===== src/rtl/led_pattern_ctrl.sv =====
// LED pattern sequencer: prescaled step tick walks Q through shift-right/left, ping-pong or Johnson.
// Optional HOLD input and PAUSE state are built when LED_HOLD_EN is defined.
module led_pattern_ctrl #(
  parameter int unsigned DIV   = 25_000_000,
  parameter int unsigned CNT_W = 26
) (
  input  logic       CLK,
  input  logic       RST,
  input  logic [1:0] MODE,
  input  logic       START,
  input  logic       STOP,
`ifdef LED_HOLD_EN
  input  logic       HOLD,
`endif
  output logic [7:0] Q,
  output logic       BUSY,
  output logic       STEP
);

`ifdef LED_HOLD_EN
  typedef enum logic [1:0] {IDLE, RUN, PAUSE} state_e;
`else
  typedef enum logic [1:0] {IDLE, RUN} state_e;
`endif

  localparam logic [CNT_W-1:0] LAST = CNT_W'(DIV - 1);

  state_e           state_q;
  logic [CNT_W-1:0] cnt_q;
  logic [1:0]       mode_q, mode_in_q;
  logic             dir_q;
  logic             start_q, stop_q;
`ifdef LED_HOLD_EN
  logic             hold_q;
`endif
  logic [7:0]       pat_d;
  logic             dir_d;
  logic             wrap;

  function automatic logic [7:0] seed(input logic [1:0] m);
    case (m)
      2'b00:   seed = 8'b1000_0000;
      2'b01:   seed = 8'b0000_0001;
      2'b10:   seed = 8'b1000_0000;
      default: seed = 8'b0000_0000;
    endcase
  endfunction

  // dir_q: 0 = moving right (toward bit 0), 1 = moving left
  always_comb begin
    pat_d = Q;
    dir_d = dir_q;
    case (mode_q)
      2'b00: pat_d = {Q[0], Q[7:1]};
      2'b01: pat_d = {Q[6:0], Q[7]};
      2'b10: begin
        if (!dir_q) begin
          if (Q == 8'h01) begin
            pat_d = 8'h02;
            dir_d = 1'b1;
          end else begin
            pat_d = Q >> 1;
          end
        end else begin
          if (Q == 8'h80) begin
            pat_d = 8'h40;
            dir_d = 1'b0;
          end else begin
            pat_d = Q << 1;
          end
        end
      end
      default: pat_d = {~Q[0], Q[7:1]};
    endcase
    if (mode_q != 2'b11 && Q == 8'h00) begin
      pat_d = seed(mode_q);
      dir_d = 1'b0;
    end
  end

  assign wrap = (cnt_q == LAST);

  // Controls are registered once, so actions land one edge after sampling.
  always_ff @(posedge CLK or negedge RST) begin
    if (!RST) begin
      state_q   <= IDLE;
      cnt_q     <= '0;
      mode_q    <= 2'b00;
      mode_in_q <= 2'b00;
      dir_q     <= 1'b0;
      start_q   <= 1'b0;
      stop_q    <= 1'b0;
`ifdef LED_HOLD_EN
      hold_q    <= 1'b0;
`endif
      Q         <= 8'h00;
      BUSY      <= 1'b0;
      STEP      <= 1'b0;
    end else begin
      start_q   <= START;
      stop_q    <= STOP;
      mode_in_q <= MODE;
`ifdef LED_HOLD_EN
      hold_q    <= HOLD;
`endif
      STEP      <= 1'b0;
      if (stop_q) begin
        state_q <= IDLE;
        Q       <= 8'h00;
        BUSY    <= 1'b0;
      end else if (start_q) begin
        state_q <= RUN;
        mode_q  <= mode_in_q;
        Q       <= seed(mode_in_q);
        cnt_q   <= '0;
        dir_q   <= 1'b0;
        BUSY    <= 1'b1;
      end else begin
        case (state_q)
`ifdef LED_HOLD_EN
          RUN, PAUSE: begin
            if (hold_q) begin
              state_q <= PAUSE;
            end else begin
              state_q <= RUN;
              if (wrap) begin
                cnt_q <= '0;
                Q     <= pat_d;
                dir_q <= dir_d;
                STEP  <= 1'b1;
              end else begin
                cnt_q <= cnt_q + 1'b1;
              end
            end
          end
`else
          RUN: begin
            if (wrap) begin
              cnt_q <= '0;
              Q     <= pat_d;
              dir_q <= dir_d;
              STEP  <= 1'b1;
            end else begin
              cnt_q <= cnt_q + 1'b1;
            end
          end
`endif
          default: Q <= 8'h00;
        endcase
      end
    end
  end

endmodule


===== config.mk =====
export PLATFORM = sky130hd
export DESIGN_NAME = led_pattern_ctrl
export DESIGN_NICKNAME = d
export VERILOG_FILES = /design/src/rtl/led_pattern_ctrl.sv
export SDC_FILE = /design/constraint.sdc
export NUM_CORES = 1
export LEC_CHECK = 0
export ABC_AREA = 1
export CELL_PAD_IN_SITES_DETAIL_PLACEMENT = 1
export CELL_PAD_IN_SITES_GLOBAL_PLACEMENT = 1
export CORE_ASPECT_RATIO = 1.25
export CORE_MARGIN = 2
export CORE_UTILIZATION = 46
export DETAILED_ROUTE_END_ITERATION = 10
export PLACE_DENSITY = 0.89
export SYNTH_ARGS = -nofsm -noshare
export SYNTH_HDL_FRONTEND = slang
export SYNTH_SLANG_ARGS = --single-unit

===== constraint.sdc =====
create_clock -name CLK -period 4.8 [get_ports CLK]
set_clock_uncertainty 0.2 [all_clocks]
set_input_delay 1.2 -clock CLK [delete_from_list [all_inputs] [get_ports CLK]]
set_output_delay 1.2 -clock CLK [all_outputs]
set_load 0.01 [all_outputs]

### Word-level counts from Yosys, hierarchy flattened

Index checks and enable logic that the tools add are counted.

| word-level totals | value |
|---|---|
| register bits after elaboration | 45 |
| input port bits | 6 |
| output and inout port bits | 10 |

| cells by class | value |
|---|---|
| add/sub/neg operators | 1 |
| equality and inequality tests | 10 |
| muxes and demuxes | 30 |
| bitwise gates (word level) | 2 |
| reductions and logical operators | 13 |

Operators by type and width:

| kind | count |
|---|---|
| $mux W26 | 3 |
| $mux W8 | 7 |
| $pmux W8 S2 | 2 |
| $add A26 B1 Y26 const B | 1 |
| $eq A26 B25 Y1 const B | 1 |
| $pmux W8 S3 | 1 |
| $mux W1 | 14 |
| $eq A8 B1 Y1 const B | 1 |
| $eq A8 B8 Y1 const B | 1 |
| $logic_not A8 Y1 | 1 |
| $mux W7 | 1 |
| $eq A2 B1 Y1 const B | 3 |
| $reduce_bool A2 Y1 | 3 |
| $eq A2 B2 Y1 const B | 2 |
| $logic_not A2 Y1 | 2 |
| $mux W2 | 2 |
| $ne A4 B4 Y1 const B | 1 |
| $reduce_and A2 Y1 | 2 |
| $reduce_and A4 Y1 | 1 |
| $reduce_or A2 Y1 | 2 |
| $reduce_bool A3 Y1 | 1 |
| $ne A2 B2 Y1 const B | 1 |
| $not A1 Y1 | 2 |
| $logic_and A1 B1 Y1 | 1 |

### Logic depth before layout (Yosys ltp)

Gate-level depths: netlist (run 1).

| depth | value |
|---|---|
| depth in word-level cells | 9 |
| gate-level depth with buffers | 11 |
| depth with buffers taken out | 11 |

### Worst setup path after synthesis (run 1)

OpenSTA, ideal clock, no wires.

| timing | value |
|---|---|
| path type | reg-to-output |
| start | reg Q[1] |
| end | out Q[1] |
| arrival time | 0.421 ns |
| setup slack | 2.979 ns |
| cell stages (with the launch flop) | 1 |
| buffers on the path | 0 |
| cell sequence | dfrtp_1 |

RTL lines:

| element | line | source |
|---|---|---|
| from (decl) | 15 | `output logic [7:0] Q,` |
| from (signal assigned) | 114 | `Q <= seed(mode_in_q);` |
| from (signal assigned) | 140 | `Q <= pat_d;` |

No word-level cell between the ends.

### Worst setup path after layout (run 1)

| timing | value |
|---|---|
| start | reg Q[2] |
| end | out Q[2] |

No word-level cell between the ends.

==> results of run 1 <==
## layout by cell type (no fill, tap or decap), types with 7 or more instances in the layout
cell / n
nand3_1: 35
nor2_1: 74
nand2_1: 112
dfrtp_1: 43
xor2_1: 11
clkdlybuf4s50_1: 14
inv_1: 46
nand4_1: 9
a21oi_1: 11
nor2_2: 7
## sequential cells by signal, indices dropped and copies added (netlist names)
| signal | flops |
|---|---|
| cnt_q | 26 |
| Q | 8 |
| mode_in_q | 2 |
| mode_q | 2 |
| STEP | 1 |
| dir_q | 1 |
| start_q | 1 |
| state_q | 1 |
| stop_q | 1 |
## final timing paths
check / start / to / slack (ns) / cells after the start
min: cnt_q[1]$_DFFE_PN0P_ / cnt_q[1]$_DFFE_PN0P_ / 0.34 / 2
min reg2reg: cnt_q[1]$_DFFE_PN0P_ / cnt_q[1]$_DFFE_PN0P_ / 0.34 / 2
max in group asynchronous: RST / mode_q[0]$_DFFE_PN0P_ / 2.90 / 1
min in group asynchronous: RST / cnt_q[2]$_DFFE_PN0P_ / 0.85 / 1
max: Q[2]$_DFFE_PN0P_ / Q[2] / 2.05 / 1
max reg2reg: cnt_q[0]$_DFFE_PN0P_ / cnt_q[25]$_DFFE_PN0P_ / 2.44 / 10
## where the power goes
part | total, mW | leakage [nW] | internal (mW) | switching [mW]
combinational | 0.0822 | 0.702 | 0.0230 | 0.0592
clock | 0.346 | 0.0644 | 0.208 | 0.138
sequential | 0.381 | 0.581 | 0.371 | 0.0101
total | 0.809 | 1.35 | 0.602 | 0.207
## kinds of logic (layout without fill, tap and decap cells)
| group | count (synthesis) | in the layout | synth area share, % |
|---|---|---|---|
| and+or+nand+nor | 253 | 253 | 41.9 |
| buffers and inverters | 52 | 72 | 8.32 |
| AOI/OAI and AO/OA | 18 | 18 | 3.56 |
| adders and majority gates | 1 | 1 | 0.481 |
| DFF | 43 | 43 | 41.4 |
| xor gates and xnor gates | 13 | 13 | 4.38 |
## layout make-up
type | instances | area [um2] | area share [%]
clock buffers | 5 | 68.8 | 2.35
clock inverters | 3 | 67.6 | 2.30
inverters | 49 | 186 | 6.36
multi-input cells | 285 | 1310 | 44.6
flip-flops and latches | 43 | 1080 | 36.7
well taps | 64 | 80.1 | 2.73
repair buffers | 15 | 145 | 4.95
## layer usage
layer | routed length (um) | vias to the layer above
met3 | 118 | 23
met5 | 0 | -
met4 | 280 | 0
li1 | - | 1228
met1 | 3010 | 1226
met2 | 4130 | 40
==> impl_results.rst, run 1 <==
.. list-table::
   :header-rows: 1

   * - Metric
     - Value
   * - Number of filler instances in the final layout
     - 732
   * - Count of nets left with antenna violations after detail routing
     - 0
   * - Utilization after layout
     - 53.9%
   * - Placeable core region
     - 0.00544 mm2
   * - Area after DPL
     - 0.00280 mm2
   * - Final Max Tran Viols
     - 0
   * - Total Neg Setup Slack
     - 0 ns
   * - Kind of critical path
     - reg -> out
   * - Busiest metal layer after global routing
     - met2
   * - Gr usage total
     - 25.9%
   * - Mean instance size in the synthesized netlist
     - 6.85 um2
   * - Detailed Route Iter0 Violations
     - 108
   * - Startpoint type of the worst setup path
     - flop
   * - Number of design rule violations left after detail routing
     - 0
   * - Buffers added on ports
     - 15
   * - Sequential share of the synthesized area
     - 41.4%
   * - Final std cells w/o fill
     - 464
   * - Overall via count from detail_route
     - 2517
   * - Share of the cycle needed by the critical path after routing
     - 57.3%
   * - Ratio of cells with drive above 1 in the final layout
     - 7.25%
   * - Via-per-instance ratio
     - 5.42
   * - Main synth FF type
     - dfrtp_1
   * - Clock latency on the worst-skew pair
     - 0.31 ns
   * - Synthesized area
     - 0.00260 mm2
   * - CTS clk-pin slew, worst paths
     - 0.10 ns
   * - Post CTS Setup Buffer Count
     - 0
   * - Slowest cell on the critical path
     - clkdlybuf4s50_1
   * - Via count of the first global-routing pass
     - 2578
   * - Global Route met3 Usage
     - 3.80%
   * - CTS H-Tree Depth
     - 2
   * - Biggest fanout along the worst timing path
     - 6
   * - Drt first pass iters
     - 4
   * - Library cell with the highest instance count after synthesis
     - nand2_1
   * - Grt total ovfl
     - 0
   * - Number of synthesized flops with an enable pin
     - 0
   * - Slew headroom
     - 31.8%
   * - DIE HEIGHT
     - 88.1 um
   * - Highest attainable clock frequency
     - 364 MHz
   * - Post-layout power
     - 809 uW
   * - Fin crit period
     - 2.75 ns
   * - Placed cell count
     - 456
   * - Final wirelength
     - 7540 um
   * - Crit-path leading delay family
     - buffers and inverters
   * - Static power due to leakage
     - 1.35 nW
   * - Worst-margin pin slew
     - 1.02 ns
   * - Worst Setup End Kind
     - output pin
   * - Effective utilization at floorplan
     - 47.8%
   * - Root Buffer
     - clkbuf_8
   * - Total of warnings raised by yosys
     - 0
   * - Setup violation total in the final timing report
     - 0
   * - Inserted Diodes
     - 0
   * - Worst path cell trace
     - clkdlybuf4s50_1
   * - Met1 demand-to-capacity share in global routing
     - 27.8%
   * - Biggest cell delay along the critical path
     - 0.57 ns
   * - Post-Syn Nets
     - 387
   * - Leading cell types by total area after synthesis
     - dfrtp_1 (41%), nand2_1 (16%), nor2_1 (11%), nand3_1 (6.7%), inv_1 (6.6%)
   * - Clock buffer count from CTS
     - 5
   * - Average detailed-routed wire length per instance
     - 16.2 um
   * - Placed wire-length estimate after detailed placement
     - 5590 um
   * - Worst hold slack across all endpoints
     - 0.338 ns
   * - Cells after synthesis
     - 380
   * - Unrepaired setup endpoints after global routing
     - false
   * - Synthesis-to-layout area growth
     - 12.7%
   * - Resized cells post-CTS
     - 0
   * - Yosys cell types
     - 25
   * - Worst IR Drop VDD
     - 0.000170 V
   * - Number of top-level pins
     - 16
   * - Horizontal extent of the die
     - 71.3 um
   * - Final hold violation count
     - 0
   * - CTS Sinks
     - 43
   * - Maximum number of pins on one net before global-route repair
     - 44
   * - Pwr per Cell Area
     - 276 mW/mm2
   * - Number of max-cap violations
     - 0
   * - First-pass GRT wire length
     - 12400 um
   * - Synth Register Bits
     - 43
   * - Worst slack at placement
     - 2.40 ns
   * - Share of synthesized flip-flops with an asynchronous set or reset
     - 100%
   * - Total non-filler cell area in the finished layout
     - 0.00293 mm2
   * - Area share of the largest cell type after synthesis
     - 41.4%
   * - Longest Clk Path Bufs
     - 2
   * - TritonCTS clock tree
     - done
   * - Cell accounting for the most synthesized area
     - dfrtp_1
   * - Antenna violations before repair
     - 0
   * - Data arrival time of the critical path
     - 1.35 ns
   * - Number of buffers and inverters on the critical path
     - 1
   * - Std-Cell Rows
     - 30
   * - Die Outline Area
     - 0.00628 mm2
   * - Worst Setup Slack, final
     - 2.05 ns
   * - Routability congestion estimate from global placement
     - 0.875
   * - Commonest cells in the synthesized netlist
     - nand2_1 (112), nor2_1 (74), inv_1 (46), dfrtp_1 (43), nand3_1 (35)
   * - Met2 routing resource usage after global routing
     - 49.7%
   * - Status
     - finished, final reports clean
   * - Min-delay worst type
     - reg -> reg
   * - Required time worst endpoint
     - 3.40 ns
   * - Hold-fix buffer count after cts
     - 0
   * - Net count of the finished layout
     - 406
Power figures use the tool's default switching activity.
==> inputs of run 2 (changes only) <==
CORE_UTILIZATION = 39   (was 46)
PLACE_DENSITY = 0.81   (was 0.89)
clock period = 2.26 ns   (was 4.8 ns; I/O delays follow)
==> run 2 against run 1 <==
  * Register-to-register slack got worse by 2.1 ns
  * Non-clock buffer count up 3
  * Setup slack got worse by 1.9 ns
  * Critical path type unchanged
  * Clock power rose by 36%
  * Via count decreased by 2.7%
  * Highest routed layer unchanged
  * Cell count rose by 5.6%
  * Count of clock-buffer cells in the layout up 2
  * Worst hold slack worse by 0.21 ns
  * Total power increased by 80%
==> impl_results.rst, run 2 (synthesis gave the netlist of run 1 again) <==
.. list-table::
   :header-rows: 1

   * - Metric
     - Value
   * - Placeable core region
     - 0.00652 mm2
   * - Via-per-instance ratio
     - 5.00
   * - Clock latency on the worst-skew pair
     - 0.30 ns
   * - Final wirelength
     - 7070 um
   * - Slowest cell on the critical path
     - clkdlybuf4s50_1
   * - Commonest cells after routing, fill and taps aside
     - nand2_1 (112), nor2_1 (74), inv_1 (46)
   * - Die Outline Area
     - 0.00734 mm2
   * - Gr usage total
     - 21.4%
   * - Overall via count from detail_route
     - 2450
   * - Worst-margin pin slew
     - 0.560 ns
   * - Most common cell after layout, fill and taps aside
     - nand2_1
   * - Routed wl met2
     - 3770 um
   * - Horizontal extent of the die
     - 77.0 um
   * - TritonCTS clock tree
     - done
   * - Top routing layer in use
     - met4
   * - Placed wire-length estimate after detailed placement
     - 5490 um
   * - Root Buffer
     - clkbuf_8
   * - Drt first pass iters
     - 4
   * - Kind of critical path
     - reg -> out
   * - Met1 wire length
     - 2920 um
   * - Routability congestion estimate from global placement
     - 0.886
   * - Number of design rule violations left after detail routing
     - 0
   * - Share of the cycle needed by the critical path after routing
     - 93.7%
   * - Total Neg Setup Slack
     - 0 ns
   * - First-pass GRT wire length
     - 12300 um
   * - Number of max-cap violations
     - 0
   * - Slew headroom
     - 62.7%
   * - Area after DPL
     - 0.00285 mm2
   * - Maximum number of pins on one net before global-route repair
     - 44
   * - Final Max Tran Viols
     - 0
   * - DIE HEIGHT
     - 95.3 um
   * - Average detailed-routed wire length per instance
     - 14.4 um
   * - Post CTS Setup Buffer Count
     - 0
   * - Final hold violation count
     - 0
   * - Register ranked first by flip-flop count
     - cnt_q
   * - Antenna violations before repair
     - 0
   * - Worst Setup End Kind
     - output pin
   * - Highest attainable clock frequency
     - 472 MHz
   * - Hold-fix buffer count after cts
     - 0
   * - Biggest fanout along the worst timing path
     - 6
   * - CTS H-Tree Depth
     - 2
   * - Detailed Route Iter0 Violations
     - 49
   * - CTS clk-pin slew, worst paths
     - 0.08 ns
   * - Count of nets left with antenna violations after detail routing
     - 0
   * - Number of filler instances in the final layout
     - 897
   * - Static power due to leakage
     - 1.34 nW
   * - Required time worst endpoint
     - 1.49 ns
   * - Setup violation total in the final timing report
     - 0
   * - Via count of the first global-routing pass
     - 2615
   * - Unrepaired setup endpoints after global routing
     - false
   * - CTS Sinks
     - 43
   * - Final std cells w/o fill
     - 490
   * - Net count of the finished layout
     - 409
   * - Startpoint type of the worst setup path
     - flop
   * - Effective utilization at floorplan
     - 39.9%
   * - Std-Cell Rows
     - 33
   * - Registers with the highest flip-flop counts
     - cnt_q (26), Q (8)
   * - Pwr per Cell Area
     - 497 mW/mm2
   * - Min-delay worst type
     - in -> async
   * - Worst IR Drop VDD
     - 0.000214 V
   * - Area used by multi-input combinational logic
     - 0.00131 mm2
   * - Placed cell count
     - 482
   * - Flip-flop count of the largest register, all copies and words added
     - 26
   * - Status
     - finished, final reports clean
   * - Biggest cell delay along the critical path
     - 0.58 ns
   * - Total non-filler cell area in the finished layout
     - 0.00293 mm2
   * - Buffers added on ports
     - 15
   * - Resized cells post-CTS
     - 0
   * - Worst path cell trace
     - clkdlybuf4s50_1
   * - Clock buffer count from CTS
     - 5
   * - Longest Clk Path Bufs
     - 2
   * - Number of top-level pins
     - 16
   * - Fin crit period
     - 2.12 ns
   * - Ratio of cells with drive above 1 in the final layout
     - 7.44%
   * - Utilization after layout
     - 44.9%
   * - Routed length on met3
     - 157 um
   * - Crit-path leading delay family
     - buffers and inverters
   * - Data arrival time of the critical path
     - 1.35 ns
   * - Synthesis-to-layout area growth
     - 12.6%
   * - Number of buffers and inverters on the critical path
     - 1
   * - Grt total ovfl
     - 0
   * - Footprint of the flip-flops and latches
     - 0.00108 mm2
   * - Inserted Diodes
     - 0
run 2: stage by stage:
step           hold WS [ns]  setup WS (ns)  power, mW
2_1_floorplan        0.0694          0.597      0.928
3_3_place_gp          0.302          0.412      0.996
3_5_place_dp          0.310          0.334       1.00
4_1_cts               0.156          0.140       1.48
5_1_grt               0.177          0.117       1.53
6_report              0.133          0.143       1.46
run 2: path summary, 6_finish.rpt:
path | slack (ns) | start | cells after the start | endpoint
worst max-delay path | 0.14 | Q[1]$_DFFE_PN0P_ | 1 | Q[1]
worst min-delay path | 0.13 | RST | 2 | cnt_q[15]$_DFFE_PN0P_
worst max register to register | 0.35 | cnt_q[1]$_DFFE_PN0P_ | 9 | cnt_q[19]$_DFFE_PN0P_
worst min register to register | 0.32 | start_q$_DFF_PN0_ | 1 | STEP$_DFF_PN0_
max in group asynchronous | 1.34 | RST | 2 | cnt_q[2]$_DFFE_PN0P_
min in group CLK | 0.32 | start_q$_DFF_PN0_ | 1 | STEP$_DFF_PN0_
run 2: final cells by class:
type,instances,area share [%]
sequential,43,36.7
inverter,49,6.36
clock inverter,1,0.171
tap,87,3.72
timing repair buffer,18,5.72
clock buffer,7,2.61
multi-input combinational,285,44.7
run 2: power by group:
part	internal [mW]	leakage (nW)	total [mW]	switching (mW)
logic	0.0532	0.717	0.174	0.120
clock network	0.217	0.0422	0.472	0.255
registers	0.788	0.581	0.810	0.0222
run 2: metal layers:
layer	track usage (%)	vias up
met5	0	-
met4	9.08	0
met3	2.75	17
met2	41.5	30
met1	23.4	1178
li1	-	1225
